===== config.mk =====
export PLATFORM = sky130hd
export DESIGN_NAME = wb_dec_ctrl
export DESIGN_NICKNAME = d
export VERILOG_FILES = /design/src/rtl/wb_dec_ctrl.sv
export SDC_FILE = /design/constraint.sdc
export NUM_CORES = 1
export LEC_CHECK = 0
export ABC_CLOCK_PERIOD_IN_PS = 4400
export BUFFER_PORTS_ARGS = -buffer_cell sky130_fd_sc_hd__buf_2
export CAP_MARGIN = 20
export CORE_MARGIN = 1
export CORE_UTILIZATION = 37
export CTS_CLUSTER_SIZE = 28
export DETAILED_ROUTE_END_ITERATION = 10
export GPL_ROUTABILITY_DRIVEN = 0
export PLACE_DENSITY = 0.71
export SLEW_MARGIN = 10
export SYNTH_ARGS = -nofsm -noshare
export SYNTH_HDL_FRONTEND = slang
export SYNTH_SLANG_ARGS = --single-unit

===== constraint.sdc =====
create_clock -name wb_clk_i -period 4.4 [get_ports wb_clk_i]
set_clock_uncertainty 0.1 [all_clocks]
set_input_delay 0.88 -clock wb_clk_i [delete_from_list [all_inputs] [get_ports wb_clk_i]]
set_output_delay 0.88 -clock wb_clk_i [all_outputs]
set_load 0.005 [all_outputs]

===== src/rtl/wb_dec_ctrl.sv =====
`default_nettype none
`timescale 1ns/1ps
// ============================================================================
// Module   : wb_dec_ctrl
// Brief    : Wishbone classic slave front end for a one-hot register decoder.
//            Optional macro WB_DEC_CTRL_ERR_EN turns unmapped accesses into
//            wb_err_o responses instead of zero-data acks.
// Revision : 1.0 - initial release
// ============================================================================
module wb_dec_ctrl #(
    parameter int RD_WAIT = 1
) (
    input  logic        wb_clk_i,
    input  logic        wb_rst_i,
    input  logic        wb_cyc_i,
    input  logic        wb_stb_i,
    input  logic        wb_we_i,
    input  logic [15:0] wb_adr_i,
    input  logic [31:0] wb_dat_i,
    output logic [31:0] wb_dat_o,
    output logic        wb_ack_o,
    output logic        wb_err_o,
    output logic [15:0] dec_addr_o,
    input  logic [15:0] dec_sel_i,
    input  logic [31:0] dec_data_i,
    output logic [15:0] reg_wr_o,
    output logic [31:0] reg_wdata_o,
    output logic [15:0] err_cnt_o,
    output logic        busy_o
);

    localparam logic [1:0] c_idle   = 2'd0;
    localparam logic [1:0] c_decode = 2'd1;
    localparam logic [1:0] c_wait   = 2'd2;
    localparam logic [1:0] c_ack    = 2'd3;

    // Counter reload; the RD_WAIT==0 case never enters WAIT.
    localparam logic [3:0] c_wait_load = (RD_WAIT == 0) ? 4'd0 : 4'(RD_WAIT - 1);

    logic [1:0]  r_state;
    logic        r_we;
    logic [3:0]  r_cnt;
    logic [15:0] r_adr;
    logic [31:0] r_wdata;
    logic [31:0] r_dat;
    logic        r_ack;
    logic [15:0] r_err_cnt;
`ifdef WB_DEC_CTRL_ERR_EN
    logic        r_err;
`endif

    logic        w_hit;

    assign w_hit = |dec_sel_i;

    always_ff @(posedge wb_clk_i) begin
        if (wb_rst_i) begin
            r_state   <= c_idle;
            r_we      <= 1'b0;
            r_cnt     <= 4'd0;
            r_adr     <= 16'h0;
            r_wdata   <= 32'h0;
            r_dat     <= 32'h0;
            r_ack     <= 1'b0;
            r_err_cnt <= 16'h0;
`ifdef WB_DEC_CTRL_ERR_EN
            r_err     <= 1'b0;
`endif
        end else begin
            r_ack <= 1'b0;
`ifdef WB_DEC_CTRL_ERR_EN
            r_err <= 1'b0;
`endif
            case (r_state)
                c_idle: begin
                    if (wb_cyc_i && wb_stb_i) begin
                        r_adr   <= wb_adr_i;
                        r_wdata <= wb_dat_i;
                        r_we    <= wb_we_i;
                        r_state <= c_decode;
                    end
                end
                c_decode: begin
                    if (!wb_cyc_i) begin
                        r_state <= c_idle;
                    end else if (!w_hit) begin
                        if (r_err_cnt != 16'hFFFF) begin
                            r_err_cnt <= r_err_cnt + 16'd1;
                        end
`ifdef WB_DEC_CTRL_ERR_EN
                        r_err <= 1'b1;
`else
                        // Unmapped reads complete normally but return zero.
                        r_ack <= 1'b1;
                        if (!r_we) begin
                            r_dat <= 32'h0;
                        end
`endif
                        r_state <= c_ack;
                    end else if (r_we) begin
                        r_ack   <= 1'b1;
                        r_state <= c_ack;
                    end else if (RD_WAIT == 0) begin
                        r_dat   <= dec_data_i;
                        r_ack   <= 1'b1;
                        r_state <= c_ack;
                    end else begin
                        r_cnt   <= c_wait_load;
                        r_state <= c_wait;
                    end
                end
                c_wait: begin
                    if (!wb_cyc_i) begin
                        r_state <= c_idle;
                    end else if (r_cnt == 4'd0) begin
                        r_dat   <= dec_data_i;
                        r_ack   <= 1'b1;
                        r_state <= c_ack;
                    end else begin
                        r_cnt <= r_cnt - 4'd1;
                    end
                end
                c_ack: begin
                    r_state <= c_idle;
                end
                default: begin
                    r_state <= c_idle;
                end
            endcase
        end
    end

    // Strobe is combinational so it lines up with the decoder's view of r_adr.
    assign reg_wr_o    = (r_state == c_decode && r_we && wb_cyc_i) ? dec_sel_i : 16'h0;
    assign wb_dat_o    = r_dat;
    assign wb_ack_o    = r_ack;
`ifdef WB_DEC_CTRL_ERR_EN
    assign wb_err_o    = r_err;
`else
    assign wb_err_o    = 1'b0;
`endif
    assign dec_addr_o  = r_adr;
    assign reg_wdata_o = r_wdata;
    assign err_cnt_o   = r_err_cnt;
    assign busy_o      = (r_state != c_idle);

endmodule
`default_nettype wire

* Word-level counts from Yosys, hierarchy flattened
Index checks and enable logic that the tools add are counted.
** Storage, ports and cells
- Memories :: 0
- Latch bits :: 0
- Bits in writable memories :: 0
- Bits of input ports :: 101
- Output and inout port bits :: 115
- Bits in read-only memories :: 0
- Logic and storage cells :: 63
- Register bits :: 104
** Operators by class
- Add/sub/neg operators :: 2
- Bitwise operators :: 1
- Order comparisons :: 0
- Reductions and logical operators :: 13
- Divide/modulo/power cells :: 0
- Multiply operators :: 0
- Equal/unequal tests :: 13
- Muxes and demuxes :: 26
- Shift operators :: 0
** Operator list (count)
- $mux W32 :: 5
- $pmux W32 S2 :: 1
- $mux W4 :: 5
- $add A16 B1 Y16 const B :: 1
- $mux W16 :: 1
- $ne A16 B16 Y1 const B :: 1
- $ne A2 B2 Y1 const B :: 8
- $reduce_or A16 Y1 :: 1
- $reduce_and A6 Y1 :: 2
- $mux W2 :: 4
- $pmux W2 S4 :: 1
- $pmux W4 S2 :: 1
- $mux W1 :: 7
- $eq A2 B2 Y1 const B :: 2
- $logic_not A4 Y1 :: 1
- $reduce_and A2 Y1 :: 2
- $reduce_and A4 Y1 :: 1
- $reduce_bool A2 Y1 :: 2
- $sub A4 B1 Y4 const B :: 1
- $logic_and A1 B1 Y1 :: 3
- $ne A3 B3 Y1 const B :: 1
- $eq A2 B1 Y1 const B :: 1
- $logic_not A2 Y1 :: 1
- $pmux W1 S2 :: 1
- $not A1 Y1 :: 1

* Depth between registers and ports, before layout
Gate-level depths: netlist (run 1).
- Depth after elaboration :: 4
- Gate-level depth with buffers :: 9
- Mapped depth without buffers :: 7

* Least setup slack after synthesis (run 1)
No wires, ideal clock.
- Path kind :: input to output
- From :: input wb_cyc_i
- To :: output reg_wr_o[10]
- Arrival time :: 1.708 ns
- Data required time :: 3.420 ns
- Path slack :: 1.712 ns
- Stages :: 5
- Path through :: clkbuf_8 nand2_1 nor2_1 clkbuf_1 and2_1
** On the way
- Longest elaborated chain between the ends :: 2
** Ends and longest elaborated chain
- from (decl) :: line 15 : input logic wb_cyc_i,
- $logic_and A1 B1 Y1 :: line 134 : assign reg_wr_o = (r_state == c_decode && r_we && wb_cyc_i) ? dec_sel_i : 16'h0;
- $mux W16 :: line 134
- to (decl) :: line 26 : output logic [15:0] reg_wr_o,
No other way between the ends.

* Worst setup path after layout (run 1)
- From :: register r_state[1]
- To :: output reg_wr_o[3]
** On the way
- Longest elaborated chain between the ends :: 4
** Ends and longest elaborated chain
- from (decl) :: line 40 : logic [1:0] r_state;
- from (signal assigned) :: line 58 : r_state <= c_idle;
- from (signal assigned) :: line 80 : r_state <= c_decode;
- from (signal assigned) :: line 85 : r_state <= c_idle;
- $eq A2 B1 Y1 :: line 134
- $logic_and A1 B1 Y1 (2 in series) :: line 134
- $mux W16 :: line 134
No other way between the ends.

==> metrics, run 1 <==
outcome finished clean; # IOs 216; Die Wd 108 um; logic gate share of total power 0.121; Syn. warnings 0; Internal 1330 uW; PwrDens 329 mW/mm2; post-DP HPWL 7.96 mm; All-Layer GR Usage 0.183; total grt overflow 0; Synth Register Bits 104; Initial DRC Count 173; Reg clk slew, reported paths 0.10 ns; CTS Sinks 104; syn_nets 577; final setup fails 0; clock root buffer clkbuf_8; port bufs 214; area leader, netlist dfxtp_1; Die H 108 um; CP cell instances inv_1, ha_1, nand2_1, nor2_1, and2_2, buf_2; Die ar. 0.0116 mm2; Initial DRT Pass Iterations 5; Leak 0.00253 uW; via count 4093; vias in the first global route 3698; VDD IR max 252 uV; worst hold path cell count 2; clock share of power 0.337; Max Root-Sink Buffers 2; worst-skew pair later-pin latency 0.38 ns; number of cell rows 38; Final Hold Viols 0; max_cap viols 0; post-synth cell types 48; worst hold endpoint dec_addr_o[14]; CTS tree yes; post-synthesis sequential area ratio 0.503; sw power 486 uW; slowest stage delay, CP 0.55 ns; critical hold path startpoint dec_addr_o[14]; Reg power frac 0.543; crit path kind reg2out; RR Startpoint r_cnt[0]; core area 0.0108 mm2; Worst-Margin Slew 1.01 ns; Register-to-Register Path Depth 8; post_cts resized 0; slew margin rel. 0.328; top area cells in the synthesized netlist dfxtp_1 50%, nand2_1 9.9%, a21oi_1 8.1%; drc violations 0; Worst R2R End wb_dat_o[18]; Final min period 3.15 ns; worst reg-to-reg setup slack 1.97 ns; main flop type after synthesis dfxtp_1; final wirelength 10.9 mm; ys async rst share 0; synthesized area per cell 8.78 um2; largest net degree at the start of global routing 66; antenna violations before repair 0; Final Util 0.508; routed vias/inst 5.03; routed wire length per instance 13.4 um; Final Net Count 775; RSZ-0062 raised after global routing no; Post-CTS Setup Inserts 0; Slew Viols, Final 0; worst path arrival time 2.17 ns; EDFF count, synth 0; Fin Setup TNS 0 ns; Sw Share 0.268; fmax 318 MHz; Syn Inst Count 471; CP max FO 16; Synth top area share 0.503; Area Overhead vs Synth 33.3%; critical path launch point type flop; Critical Path End Type output port; Post-CTS Hold Fix Bufs 0; crit path max-delay cell type nor2_1; Crit path required time 3.42 ns; CTS Buf Count 9; worst hold path class reg2reg; DRT antenna net count 0; Ant. Diodes 0; period utilization 0.715; initial core utilization 0.381; layout cells sized above 1 0.365; first-pass GRT wire length 16.8 mm; H-Tree Depth 3; Cell Area, Synth 0.00414 mm2
-- worst max-delay path by stage --
stage,startpoint,to,slack [ns],cells past startpoint
after global placement,dec_sel_i[11],wb_dat_o[8],1.35,6
after floorplan,wb_cyc_i,reg_wr_o[10],1.71,5
after CTS,r_state[1],reg_wr_o[3],1.20,6
after global routing,r_state[1],reg_wr_o[3],1.02,6
final,r_state[1],reg_wr_o[3],1.25,6
after detailed placement,dec_sel_i[6],wb_dat_o[0],1.24,6
-- cells by family (layout without fill, tap and decap cells) --
logic type	Yosys count	in the layout	synth area share
xor gates and xnor gates	2	2	0.00424
adders and majority gates	5	5	0.0151
DFF	104	104	0.503
AOI/OAI and AO/OA	129	129	0.199
other	1	1	0.000907
buffers and inverters	41	244	0.0405
and+or+nand+nor	187	187	0.231
muxes	2	2	0.00484
-- power by group through the flow --
stage | logic [uW] | clock network [uW] | registers [uW]
finish | 219 | 611 | 985
global route | 245 | 670 | 989
CTS | 221 | 637 | 985
detailed placement | 220 | 0 | 1010
global placement | 208 | 0 | 1000
floorplan | 108 | 0 | 1010
-- routing by layer --
layer  vias to the layer above  track usage  part of all wire
met2                       155        0.309              0.49
met3                        19       0.0672             0.079
li1                       2041            -                 -
met5                         -            0                 0
met4                         0       0.0695             0.018
met1                      1878        0.209              0.42
-- layout make-up --
class | instances | area, um2
sequential | 104 | 2080
fill | 1039 | 5330
tap | 140 | 175
inverter | 11 | 41.3
multi-input combinational | 326 | 1900
timing repair buffer | 217 | 1110
clock buffer | 9 | 124
clock inverter | 7 | 78.8
-- per-stage QoR --
stage          area [um2]  power (uW)  hold slack [ns]  std cells  setup slack (ns)
3_5_place_dp         5290        1230            0.346        797              1.24
6_report             5510        1810            0.357        814              1.25
2_1_floorplan        4140        1120            0.353        471              1.71
5_1_grt              5510        1900            0.373        814              1.02
4_1_cts              5500        1840            0.361        813              1.20
3_3_place_gp         5280        1210            0.340        796              1.35
-- synthesized netlist by cell type (2+ instances only) --
library cell	instances
and4_1	2
dfxtp_1	104
nor3b_1	2
mux2i_1	2
or3_1	8
a21o_1	3
or4_1	6
nand3_1	8
nor2_1	12
and2_1	15
nor3_1	3
ha_1	5
a21oi_1	67
o21ai_0	10
clkbuf_1	25
nand4_1	7
buf_1	3
nand2_1	109
nor4_1	3
a22o_1	32
o31ai_1	5
nor4_4	4
inv_1	11
-- registers in the layout, summed over array words and instances, names as in the netlist --
signal and cells:
reg_wdata_o 32, wb_dat_o 32, dec_addr_o 16, err_cnt_o 16, r_cnt 4, r_state 2
r_we 1, wb_ack_o 1
-- worst max-delay path: cells and delay by family, from the launching register on --
family                     cells  cell delay [ns]
adders and majority gates      1             0.26
DFF                            1             0.33
buffers and inverters          2             0.21
and+or+nand+nor                3             0.98
-- placed cells by master, fill, tap and decap left out, drive strengths merged, types with 2 or more instances in the layout --
| cell | instances |
|---|---|
| nand3 | 8 |
| nor4 | 7 |
| buf | 217 |
| nor3 | 3 |
| inv | 13 |
| or4 | 6 |
| dfxtp | 104 |
| nand2 | 109 |
| a21oi | 67 |
| mux2i | 2 |
| a21o | 3 |
| o31ai | 5 |
| and4 | 2 |
| a22o | 32 |
| nor3b | 2 |
| nand4 | 8 |
| clkbuf | 9 |
| nor2 | 12 |
| or3 | 8 |
| clkinvlp | 3 |
| o311ai | 2 |
| o21ai | 11 |
| and2 | 16 |
| ha | 5 |
Power figures use the tool's default switching activity.
==> inputs of run 2 (changes only) <==
ABC_CLOCK_PERIOD_IN_PS = 2700   (was 4400)
PLACE_DENSITY = 0.73   (was 0.71)
clock period = 2.7 ns   (was 4.4 ns; I/O delays follow)
==> run 2 against run 1 <==
Effect of this change: critical path depth increased by 1; die area unchanged; sequential share of layout area increased by 0.19 points; routed wire length increased by 1.3%; worst setup slack got worse by 0.99 ns; largest power group unchanged.
==> metrics, run 2 (synthesis results as in run 1) <==
Worst R2R End err_cnt_o[7]; Final Net Count 779 (+0.52%); Max Root-Sink Buffers 2 (unchanged); register area 0.00208 mm2 (unchanged); final setup fails 0 (unchanged); commonest non-fill, non-tap cell in the layout buf_2; Ant. Diodes 0 (unchanged); layout cells sized above 1 0.365 (+0.000399); crit path kind reg2out; Register-to-Register Path Depth 7 (-1); fin cells 816 (+0.25%); CTS Buf Count 9 (unchanged); DRT antenna net count 0 (unchanged); CP cell instances inv_1, ha_1, nand2_1, nor2_1, buf_4, and2_2, buf_2; Die H 108 um (unchanged); fmax 410 MHz; area occupied by multi-input gates 0.00190 mm2 (unchanged); Fin Setup TNS 0 ns (unchanged); routed wire length per instance 13.5 um (+1.1%); Final Hold Viols 0 (unchanged); Reg clk slew, reported paths 0.09 ns (about the same); critical path launch point type flop; CTS tree yes; initial core utilization 0.381 (unchanged); Die Wd 108 um (unchanged); Final Util 0.506 (-0.00254); port bufs 214 (unchanged); Setup WS post-layout 0.263 ns (-0.990 ns); CTS Sinks 104 (unchanged); All-Layer GR Usage 0.187 (+0.00383); max_cap viols 0 (unchanged); Post-CTS Setup Inserts 0 (unchanged); crit path max-delay cell type dfxtp_1; Area after DPL 0.00532 mm2 (+0.57%); Die ar. 0.0116 mm2 (unchanged); Post-CTS Hold Fix Bufs 0 (unchanged); H-Tree Depth 3 (unchanged); outcome finished clean; # IOs 216 (unchanged); slew margin rel. 0.527 (+0.200); final wirelength 11.0 mm (+1.3%); Slew Viols, Final 0 (unchanged); Worst Path Buf+Inv 3 (+1); RR Startpoint r_state[1]; worst-skew pair later-pin latency 0.37 ns (about the same); crit path to reg_wr_o[3]; drc violations 0 (unchanged); largest net degree at the start of global routing 67 (+1.5%); RSZ-0062 raised after global routing no; pre-CTS setup slack 0.0516 ns (-1.19 ns); most frequent cells in the layout 214 x buf_2, 109 x nand2_1, 104 x dfxtp_1; crit path launch r_state[1]; first-pass GRT wire length 17.1 mm (+1.7%); Inst Count DP 802 (+0.63%); Critical Path End Type output port; Crit path required time 2.06 ns (-1.36 ns); filler cell count 1025 (-1.3%); via count 4170 (+1.9%); number of cell rows 38 (unchanged); routed vias/inst 5.11 (+1.6%); core area 0.0108 mm2 (unchanged); Initial DRT Pass Iterations 5 (unchanged); Initial DRC Count 168 (-2.9%); slowest stage delay, CP 0.34 ns (-0.21 ns); CP Depth 7 (+1); worst path arrival time 1.80 ns (-0.37 ns); total grt overflow 0 (unchanged); Top delay family on crit path simple AND/OR/NAND/NOR gates; Area Overhead vs Synth 32.6%; PwrDens 515 mW/mm2 (+56%); Final min period 2.44 ns; CP max FO 16 (unchanged); VDD IR max 437 uV (+74%); Leak 0.00254 uW (+0.31%); period utilization 0.903; worst reg-to-reg setup slack 0.35 ns (-1.62 ns); post-DP HPWL 7.99 mm (+0.30%); final instance area 0.00548 mm2 (-0.50%); worst hold path class in2reg; antenna violations before repair 0 (unchanged); vias in the first global route 3722 (+0.65%); post_cts resized 0 (unchanged); Worst-Margin Slew 0.703 ns (-0.303 ns); clock root buffer clkbuf_8
==> run 2: changes by cell type in the layout (fill, tap and decap cells not counted) <==
cell / previous run / this run
clkbuf_8: 9 / 10
bufinv_16: 1 / 0
clkinvlp_4: 3 / 0
inv_6: 2 / 1
clkinv_2: 0 / 2
clkinv_4: 1 / 0
buf_4: 1 / 7
clkbuf_1: 0 / 1
buf_8: 2 / 0
==> run 2: per-layer routing <==
| layer | routed length [um] | up-vias | share of wire | track usage |
|---|---|---|---|---|
| li1 | - | 2047 | - | - |
| met1 | 4510 | 1940 | 0.41 | 0.214 |
| met2 | 5430 | 173 | 0.49 | 0.322 |
| met3 | 952 | 10 | 0.086 | 0.0696 |
| met4 | 133 | 0 | 0.012 | 0.0548 |
| met5 | 0 | - | 0 | 0 |
==> run 2: worst register-to-register path: stages (launching register included) <==
cell and delay (ns):
dfxtp_1 0.32, inv_1 0.10, ha_1 0.25, nand2_1 0.19, nor4_1 0.40, nand4_1 0.25
or4_1 0.52, a21oi_1 0.15
==> run 2: worst min path at each step <==
stage,cells after the start,to,slack (ns),start
final,2,wb_dat_o[31],0.27,dec_data_i[31]
after global routing,2,wb_dat_o[16],0.25,dec_data_i[16]
after CTS,2,wb_dat_o[16],0.25,dec_data_i[16]
after detailed placement,2,reg_wdata_o[23],0.34,reg_wdata_o[23]
after global placement,2,dec_addr_o[4],0.34,dec_addr_o[4]
after floorplan,2,r_cnt[1],0.35,r_cnt[1]
==> run 2: metrics by stage <==
| stage | total power [uW] | hold slack, ns |
|---|---|---|
| floorplan | 1820 | 0.353 |
| global placement | 1980 | 0.339 |
| detailed placement | 2000 | 0.345 |
| CTS | 2860 | 0.247 |
| global route | 2970 | 0.249 |
| finish | 2820 | 0.270 |
==> run 2: area by class of cell <==
| cell class | count | area share |
|---|---|---|
| timing repair buffer | 221 | 0.205 |
| tap | 140 | 0.0319 |
| clock inverter | 3 | 0.00342 |
| inverter | 11 | 0.00753 |
| multi-input combinational | 326 | 0.347 |
| clock buffer | 11 | 0.0258 |
| sequential | 104 | 0.380 |
==> run 2: where the power goes <==
part	switching, uW	leakage (uW)	internal [uW]	total (uW)
sequential	23.9	0.000843	1580	1600
clock	512	0.0000854	352	864
combinational	207	0.00161	148	355
total	744	0.00254	2080	2820
==> inputs of run 3 (changes only) <==
ABC_AREA = 1   (was default)
PLACE_DENSITY = 0.71   (was 0.73)
==> run 3 against run 2 <==
Effect of this change: die area up 13%; highest routed layer unchanged; first-iteration DRC count up 76%; synthesized cell count up 36%; sequential share of layout area down 4.1 points; worst hold slack better by 0.073 ns; design area up 12%; critical endpoint is now reg_wr_o[12].
==> metrics, run 3 <==
outcome finished clean; Area Overhead vs Synth 31.7%; Die Wd 114 um (+6.2%); layout cells sized above 1 0.318 (-0.0471); Inst Count DP 993 (+24%); EDFF count, synth 0 (unchanged); Die H 114 um (+6.2%); core area 0.0122 mm2 (+12%); Synth Register Bits 104 (unchanged); via count 4730 (+13%); CP max FO 17 (+1); DRT antenna net count 0 (unchanged); Syn. warnings 0 (unchanged); Post-synth top cells 109 x nand2_1, 104 x dfxtp_1, 92 x inv_1; Top delay family on crit path buffers and inverters; Worst-Margin Slew 0.588 ns (-0.115 ns); worst-skew pair later-pin latency 0.35 ns (-0.02 ns); Crit path required time 2.06 ns (about the same); Synth top area share 0.446 (-0.0577); Worst Path Buf+Inv 4 (+1); area leader, netlist dfxtp_1; crit path max-delay cell type dfxtp_1; Cell Area, Synth 0.00467 mm2 (+13%); vias in the first global route 4207 (+13%); Max Root-Sink Buffers 2 (unchanged); number of cell rows 40 (+5.3%); met2 GRT Util 0.322 (-0.000728); busiest layer in global routing met2; All-Layer GR Usage 0.189 (+0.00208); CTS Buf Count 9 (unchanged); antenna violations before repair 0 (unchanged); RSZ-0062 raised after global routing no; drc violations 0 (unchanged); Hold Slack 0.344 ns (+0.0734 ns); final wirelength 12.3 mm (+12%); largest net degree at the start of global routing 61 (-9.0%); post-DP HPWL 8.94 mm (+12%); Ant. Diodes 0 (unchanged); Fin Setup TNS 0 ns (unchanged); post-synthesis sequential area ratio 0.446 (-0.0577); top-count cell post-synth nand2_1; critical path launch point type flop; GR Layer Usage met3 0.0667 (-0.00291); VDD IR max 310 uV (-29%); fin cells 1010 (+24%); CTS Sinks 104 (unchanged); most frequent cells in the layout 214 x buf_2, 109 x nand2_1, 104 x dfxtp_1; initial core utilization 0.384 (+0.00259); ys async rst share 0 (unchanged); CTS tree yes; crit path kind reg2out; commonest non-fill, non-tap cell in the layout buf_2; Final Net Count 943 (+21%); main flop type after synthesis dfxtp_1; total grt overflow 0 (unchanged); Slew Viols, Final 0 (unchanged); routed vias/inst 4.68 (-8.4%); worst path arrival time 1.85 ns (+0.05 ns); Reg clk slew, reported paths 0.08 ns (about the same); post-synth cell types 28 (-42%); first-pass GRT wire length 19.6 mm (+14%); Die ar. 0.0131 mm2 (+13%); CP cell instances inv_1, ha_1, nand2_1, nor2_1, clkinvlp_4, buf_12, nor2_1, buf_2; fmax 402 MHz (-2.1%); clock root buffer clkbuf_16; worst reg-to-reg setup slack 0.68 ns (+0.33 ns); period utilization 0.922 (+0.0194); PwrDens 561 mW/mm2 (+9.0%); Critical Path End Type output port; Post-CTS Hold Fix Bufs 0 (unchanged); H-Tree Depth 3 (unchanged); # IOs 216 (unchanged); cell mode on critical path nor2_1; Leak 0.00291 uW (+14%); port bufs 214 (unchanged); max_cap viols 0 (unchanged); slew margin rel. 0.608 (+0.0808); slowest stage delay, CP 0.32 ns (-0.02 ns); synthesized area per cell 7.30 um2 (-17%); Syn Inst Count 640 (+36%); Final Hold Viols 0 (unchanged); Final min period 2.49 ns (+0.0524 ns); final setup fails 0 (unchanged); routed wire length per instance 12.2 um (-9.6%); syn_nets 746 (+29%); worst hold path class reg2reg; GRT met1 Usage 0.219 (+0.00522); Initial DRC Count 296 (+76%); Initial DRT Pass Iterations 5 (unchanged); top area cells in the synthesized netlist dfxtp_1 45%, a21oi_1 9.5%, nand2_1 8.8%
run 3: repair_timing:
action / in CTS / in global routing
gates resized for setup: 0 / 1
setup endpoints to repair: 0 / 16
buffers inserted: 0 / 1
run 3: layout make-up:
cell class	count	area (um2)
clock buffers	9	225
clock inverters	7	63.8
fillers	1256	6010
inverters	93	353
multi-input cells	405	2050
flip-flops and latches	104	2080
well taps	168	210
repair buffers	224	1170
run 3: cells by family (layout without fill, tap and decap cells):
| group | count (synthesis) | after routing | share of synthesized area |
|---|---|---|---|
| buffers and inverters | 131 | 333 | 0.117 |
| adders and majority gates | 5 | 5 | 0.0134 |
| xor gates and xnor gates | 11 | 11 | 0.0206 |
| and+or+nand+nor | 232 | 232 | 0.226 |
| DFF | 104 | 104 | 0.446 |
| other | 1 | 1 | 0.000803 |
| AOI/OAI and AO/OA | 156 | 156 | 0.177 |
run 3: tightest hold or removal path: cells and delay by family (launching register included):
kind                   cells  cell delay, ns
AO/OA/AOI/OAI              1            0.05
buffers and inverters      1            0.04
flip-flops                 1            0.31
run 3: path summary, 6_finish.rpt:
check | startpoint | cells past startpoint | to
max | r_state[1] | 8 | reg_wr_o[12]
max reg2reg | r_state[0] | 6 | reg_wdata_o[22]
min | reg_wdata_o[9] | 2 | reg_wdata_o[9]
min reg2reg | reg_wdata_o[9] | 2 | reg_wdata_o[9]
run 3: stage by stage:
step                utilization  total power [uW]  worst slack (ns)  cell area [um2]
floorplan                     -              2010             0.710             4670
global placement          0.480              2210             0.477             5840
detailed placement        0.480              2210             0.412             5840
CTS                       0.504              3500            0.0450             6130
global route              0.506              3630            0.0497             6150
finish                    0.506              3450             0.211             6150
run 3: metal layers:
metal  up-vias  part of all wire
li1       2450                 -
met1      2070              0.43
met2       197              0.46
met3        13             0.095
met4         0             0.013
met5         -                 0
run 3: report_power, final:
group          leakage [uW]  switching (uW)  internal [uW]
sequential         0.000847            37.9           1610
combinational       0.00192             328            205
clock              0.000136             623            645
